===== src/rtl/key_scan_ctrl.sv =====
// Keypad scan controller: synchronises and debounces 10 active-low keys and emits
// one priority-encoded event per press. Define KEY_REPEAT_EN to enable auto-repeat.
module key_scan_ctrl #(
    parameter int DEB_CYC    = 4,
    parameter int REPEAT_DLY = 16,
    parameter int REPEAT_PER = 8
) (
    input  logic       clk,
    input  logic       rst,
    input  logic [9:0] S_n,
    output logic [3:0] key_code,
    output logic       key_valid,
    input  logic       key_ready,
    output logic       key_held,
    output logic       ovf,
    input  logic       ovf_clr
);

    localparam int CNT_W = $clog2(DEB_CYC);
    localparam logic [CNT_W-1:0] CNT_MAX = CNT_W'(DEB_CYC - 1);

    typedef enum logic [2:0] {
        IDLE,
        DB_PRESS,
        PRESS,
        HOLD,
        DB_REL
    } state_t;

    if (DEB_CYC < 2) begin : g_bad_deb
        $error("key_scan_ctrl: DEB_CYC must be at least 2");
    end
    if (REPEAT_DLY < 1 || REPEAT_PER < 1) begin : g_bad_rpt
        $error("key_scan_ctrl: REPEAT_DLY and REPEAT_PER must be at least 1");
    end

    state_t           state;
    state_t           next_state;
    logic [9:0]       s_meta;
    logic [9:0]       s_sync;
    logic             any_key;
    logic [3:0]       key_idx;
    logic [CNT_W-1:0] cnt;
    logic [3:0]       cap;
    logic             push;
    logic             accept;
    logic             rpt_fire;

    // Two-flop synchroniser; idle level of the keypad is all-ones.
    // NOTE: non-blocking assignments make each flop sample the previous stage's old value.
    always_ff @(posedge clk or posedge rst) begin
        if (rst) begin
            s_meta <= '1;
            s_sync <= '1;
        end else begin
            s_meta <= S_n;
            s_sync <= s_meta;
        end
    end

    // Highest-numbered pressed key wins.
    always_comb begin
        any_key = ~&s_sync;
        key_idx = '0;
        for (int i = 0; i < 10; i++) begin
            if (!s_sync[i]) key_idx = 4'(i);
        end
    end

    always_ff @(posedge clk or posedge rst) begin
        if (rst) state <= IDLE;
        else     state <= next_state;
    end

    // NOTE: next_state takes a default before the case so no path leaves it unassigned (no latch).
    always_comb begin
        next_state = state;
        case (state)
            IDLE: begin
                if (any_key) next_state = DB_PRESS;
            end
            DB_PRESS: begin
                if (!any_key || key_idx != cap) next_state = IDLE;
                else if (cnt == CNT_MAX)        next_state = PRESS;
            end
            PRESS: begin
                next_state = HOLD;
            end
            HOLD: begin
                if (!any_key) next_state = DB_REL;
            end
            DB_REL: begin
                if (any_key)             next_state = HOLD;
                else if (cnt == CNT_MAX) next_state = IDLE;
            end
            default: begin
                next_state = IDLE;
            end
        endcase
    end

    // Debounce counter runs only in the two debounce states; cap tracks the key while idle.
    always_ff @(posedge clk or posedge rst) begin
        if (rst) begin
            cnt <= '0;
            cap <= '0;
        end else begin
            case (state)
                IDLE: begin
                    cnt <= '0;
                    cap <= key_idx;
                end
                DB_PRESS, DB_REL: begin
                    cnt <= cnt + 1'b1;
                end
                default: begin
                    cnt <= '0;
                end
            endcase
        end
    end

`ifdef KEY_REPEAT_EN
    localparam int RPT_MAX = (REPEAT_DLY > REPEAT_PER) ? REPEAT_DLY : REPEAT_PER;
    localparam int RPT_W   = $clog2(RPT_MAX + 1);

    logic [RPT_W-1:0] rpt_cnt;
    logic             rpt_first;
    logic [RPT_W-1:0] rpt_target;

    assign rpt_target = rpt_first ? RPT_W'(REPEAT_DLY - 1) : RPT_W'(REPEAT_PER - 1);
    assign rpt_fire   = (state == HOLD) && (rpt_cnt == rpt_target);

    // Counts HOLD cycles only: frozen while the release is being debounced,
    // cleared once the key is really gone.
    always_ff @(posedge clk or posedge rst) begin
        if (rst) begin
            rpt_cnt   <= '0;
            rpt_first <= 1'b1;
        end else if (state == HOLD) begin
            if (rpt_fire) begin
                rpt_cnt   <= '0;
                rpt_first <= 1'b0;
            end else begin
                rpt_cnt <= rpt_cnt + 1'b1;
            end
        end else if (state != DB_REL) begin
            rpt_cnt   <= '0;
            rpt_first <= 1'b1;
        end
    end
`else
    assign rpt_fire = 1'b0;
`endif

    always_comb begin
        key_held = (state == HOLD) || (state == DB_REL);
        push     = (state == PRESS) || rpt_fire;
        accept   = push && (!key_valid || key_ready);
    end

    // Single-entry event register; a push that finds it occupied is dropped and flagged.
    always_ff @(posedge clk or posedge rst) begin
        if (rst) begin
            key_code  <= '0;
            key_valid <= 1'b0;
            ovf       <= 1'b0;
        end else begin
            if (accept) begin
                key_code  <= cap;
                key_valid <= 1'b1;
            end else if (key_valid && key_ready) begin
                key_valid <= 1'b0;
            end

            if (push && !accept) ovf <= 1'b1;
            else if (ovf_clr)    ovf <= 1'b0;
        end
    end

endmodule


===== config.mk =====
export PLATFORM = sky130hd
export DESIGN_NAME = key_scan_ctrl
export DESIGN_NICKNAME = d
export VERILOG_FILES = /design/src/rtl/key_scan_ctrl.sv
export SDC_FILE = /design/constraint.sdc
export NUM_CORES = 1
export LEC_CHECK = 0
export CAP_MARGIN = 20
export CORE_MARGIN = 2
export CORE_UTILIZATION = 50
export CTS_CLUSTER_DIAMETER = 120
export CTS_CLUSTER_SIZE = 10
export DETAILED_ROUTE_END_ITERATION = 8
export GPL_TIMING_DRIVEN = 0
export PLACE_DENSITY = 0.86
export SYNTH_ARGS = -nofsm -noshare
export SYNTH_HDL_FRONTEND = slang
export SYNTH_SLANG_ARGS = --single-unit

===== constraint.sdc =====
create_clock -name clk -period 1.65 [get_ports clk]
set_input_delay 0.33 -clock clk [delete_from_list [all_inputs] [get_ports clk]]
set_output_delay 0.33 -clock clk [all_outputs]
set_load 0.01 [all_outputs]

==> impl_results.md <==
- Status: completed
- Avg Vias per Cell: 5.46
- Syn Nets: 115
- Starting density of the core: 0.530
- Final #Nets: 148
- Final wirelength: 2160 microns
- Mean Syn Cell Area: 13.3 sq um
- Busiest grt layer: met2
- Share of cells above drive strength 1: 0.366
- H-tree depth: 2
- Met2 usage: 0.281
- Worst EP arrival: 1.82 ns
- Ys async rst share: 1.00
- Placed Instances: 151
- Overflow after GRT: 0
- Final Max Slew Viols: 0
- Post-route ant nets: 0
- Netlist cell types: 34
- Main synth FF type: dfstp_2
- WL/cell: approximately 13 microns
- Synthesis-stage register bit count: 35
- Die X: 55.5 microns
- Final Power: between 2 and 2.5 mW
- Non-Filler Instances: 164
- Final hold slack: 0.361 ns
- CP max stage cell: dfstp_2
- Compound-Gate Fraction of Synth Area: 0.0992
- Clock latency on the worst-skew pair: 0.33 ns
- # rows: 18
- Seq/Total Area, Yosys: 0.680
- Cell area after synthesis: 1330 sq um
- CTS tree: built
- Worst hold start: s_meta[3]$_DFF_PP1_
- PwrDens: 1360 nW/um^2
- CP Class: reg2reg
- Largest family of logic cells by synthesized area: simple AND/OR/NAND/NOR gates
- Final Wtd Congestion: approximately 0.82
- Xor/xnor cell area share of the yosys netlist: 0.0132
- Core area: 2500 sq um
- I/O Pins: 21
- Crit path launch: s_sync[5]$_DFF_PP1_
- Post-synth EDFFs: 0
- Largest net degree at the start of global routing: 21
- Layout Cell Area excl Fill: 1720 sq um
- # diodes: 0
- RR Startpoint: s_sync[5]$_DFF_PP1_
- CTS clock-pin slew for the worst setup and hold paths: 0.11 ns
- Fmax: 626 MHz
- # clock sinks: 35
- Via Count: ~900
- Clock Tree Buf Depth: 2
- Num CTS Buffers: 5
- Period utilisation layout: 0.968
- Slew @ Worst Pin: 0.623 ns
- Die height: 55.5 microns
- GRT Resource Usage Total: 0.152
- Min-Delay Path Class: reg2reg
- Root buffer cell: clkbuf_4
- Max-cap violations: 0
- Clk_skew: 0.00911 ns
- Share of the synthesized area in the top cell type: 0.397
- Crit path max fanout: 5
- Mux cell area share after synthesis: 0.0340
- Grt met3 use: 0.0539
- Initial DRT Pass Iterations: 4
- Crit-path max cell delay: 0.58 ns
- DRC: 0
- Worst setup EP type: flop
- First-pass GRT wire length: roughly 3600 microns
- Syn Inst Count: 100
- DP HPWL: 1570 microns
- Worst slew margin: 0.584
- Fin. Hold Viols: 0
- Pleak: 0.717 nW
- Top cells by area, synth: dfstp_2 40%, dfrtp_1 28%, mux2_1 2.5%
- Buffers on Ports: 20
- Worst EP required: 1.87 ns
- Critical-path cell list: nand4_4 > or3_1 > a31oi_1 > o31ai_2
- Iteration-0 DRC Markers: 14
- Dpl cell area: 1590 sq um
- Cell taking the most area after synthesis: dfstp_2
- Final setup viols: 0
- VDD IR max: 1.06 mV
- Met1 GRT Util: 0.146
- Initial antenna violation count: 0
- Adder-Cell Fraction of Synth Area: 0.00944
- Simple-gate portion of the synthesized area: 0.150
- YS warnings: 0
- Die ar.: ~3100 sq um
- Vias in the first global route: 917
- Area Growth Syn to Fin: 29.8%
- RSZ-0062 raised after global routing: yes
- Startpoint types: flop
- Minimum clock period: 1.60 ns
## sequential cells by signal, indices dropped and copies added (netlist names)
register	flops
cap	4
cnt	2
key_code	4
key_valid	1
ovf	1
s_meta	10
s_sync	10
state	3
## where the power goes
group | internal [mW] | total [mW] | switching [mW]
combinational | 0.395 | 0.722 | 0.328
sequential | 1.05 | 1.16 | 0.120
clock | 0.165 | 0.448 | 0.282
## layout by cell type (no fill, tap or decap), drive strengths merged, types with 2 or more instances in the layout
cell,instances
buf,7
nand3b,2
o21ai,4
or3,2
nor2,6
nand4,3
nand2b,3
nand2,8
nand3,2
xnor2,2
a31oi,3
nor3b,2
inv,6
clkdlybuf4s50,19
dfrtp,15
o31ai,3
clkbuf,6
mux2,4
nor3,3
dfstp,20
a21oi,4
## worst max-delay path, delay by kind of cell, from the launching register on
family,cells,cell delay (ns)
compound gates,2,0.33
flops,1,0.58
simple gates,2,0.58
## stage by stage
| stage | TNS, ns | util | worst slack [ns] |
|---|---|---|---|
| 2_1_floorplan | 0 | - | 0.206 |
| 3_3_place_gp | -1.16 | 0.625 | -0.0730 |
| 3_5_place_dp | -0.138 | 0.636 | -0.120 |
| 4_1_cts | 0 | 0.675 | 0.00133 |
| 5_1_grt | -0.106 | 0.688 | -0.0538 |
| 6_report | 0 | 0.688 | 0.0531 |
## Yosys cell counts (2+ instances only)
master    count
nand2b_1      2
a21oi_1       4
o31ai_1       2
xnor2_1       2
nand3_1       2
inv_1         4
mux2_1        3
o21ai_0       4
dfrtp_1      15
nand3b_1      2
nor3_1        2
nand4_1       2
nor2_1        6
or3_1         2
dfstp_2      20
nand2_1       7
a31oi_1       3
nor3b_1       2
## metal layers
metal,vias up,wire length (microns)
li1,421,-
met1,442,789
met2,27,1240
met3,6,90
met4,0,43
met5,-,0
## worst paths after layout
path	depth (start not counted)	slack (ns)	to
worst min-delay path	0	0.36	s_sync[3]$_DFF_PP1_
worst min register to register	0	0.36	s_sync[3]$_DFF_PP1_
worst max register to register	4	0.05	state[1]$_DFFE_PP0P_
max in group asynchronous	3	0.70	s_meta[0]$_DFF_PP1_
min in group asynchronous	2	0.72	s_meta[5]$_DFF_PP1_
worst max-delay path	4	0.05	state[1]$_DFFE_PP0P_
## final cells by class
cell class | count | area, sq um
flip-flops and latches | 35 | 905
clock buffers | 5 | 37.5
well taps | 30 | 37.5
repair buffers | 27 | 268
fillers | 175 | 779
multi-input cells | 60 | 440
inverters | 4 | 15.0
clock inverters | 3 | 17.5
## cells by family after synthesis
kind of cell | after synthesis
fa+ha+maj | 1
xor+xnor | 2
simple gates | 34
mux | 4
buf+inv | 5
flops | 35
compound gates | 19
## timing repair
item                       4_1_cts  5_1_grt
gates resized for setup          7        5
pin swaps                        1        5
gates cloned                     0        0
buffers inserted                 4        2
hold buffers                     0        0
setup endpoints to repair        2        3
(Power assumes the default switching activity.)
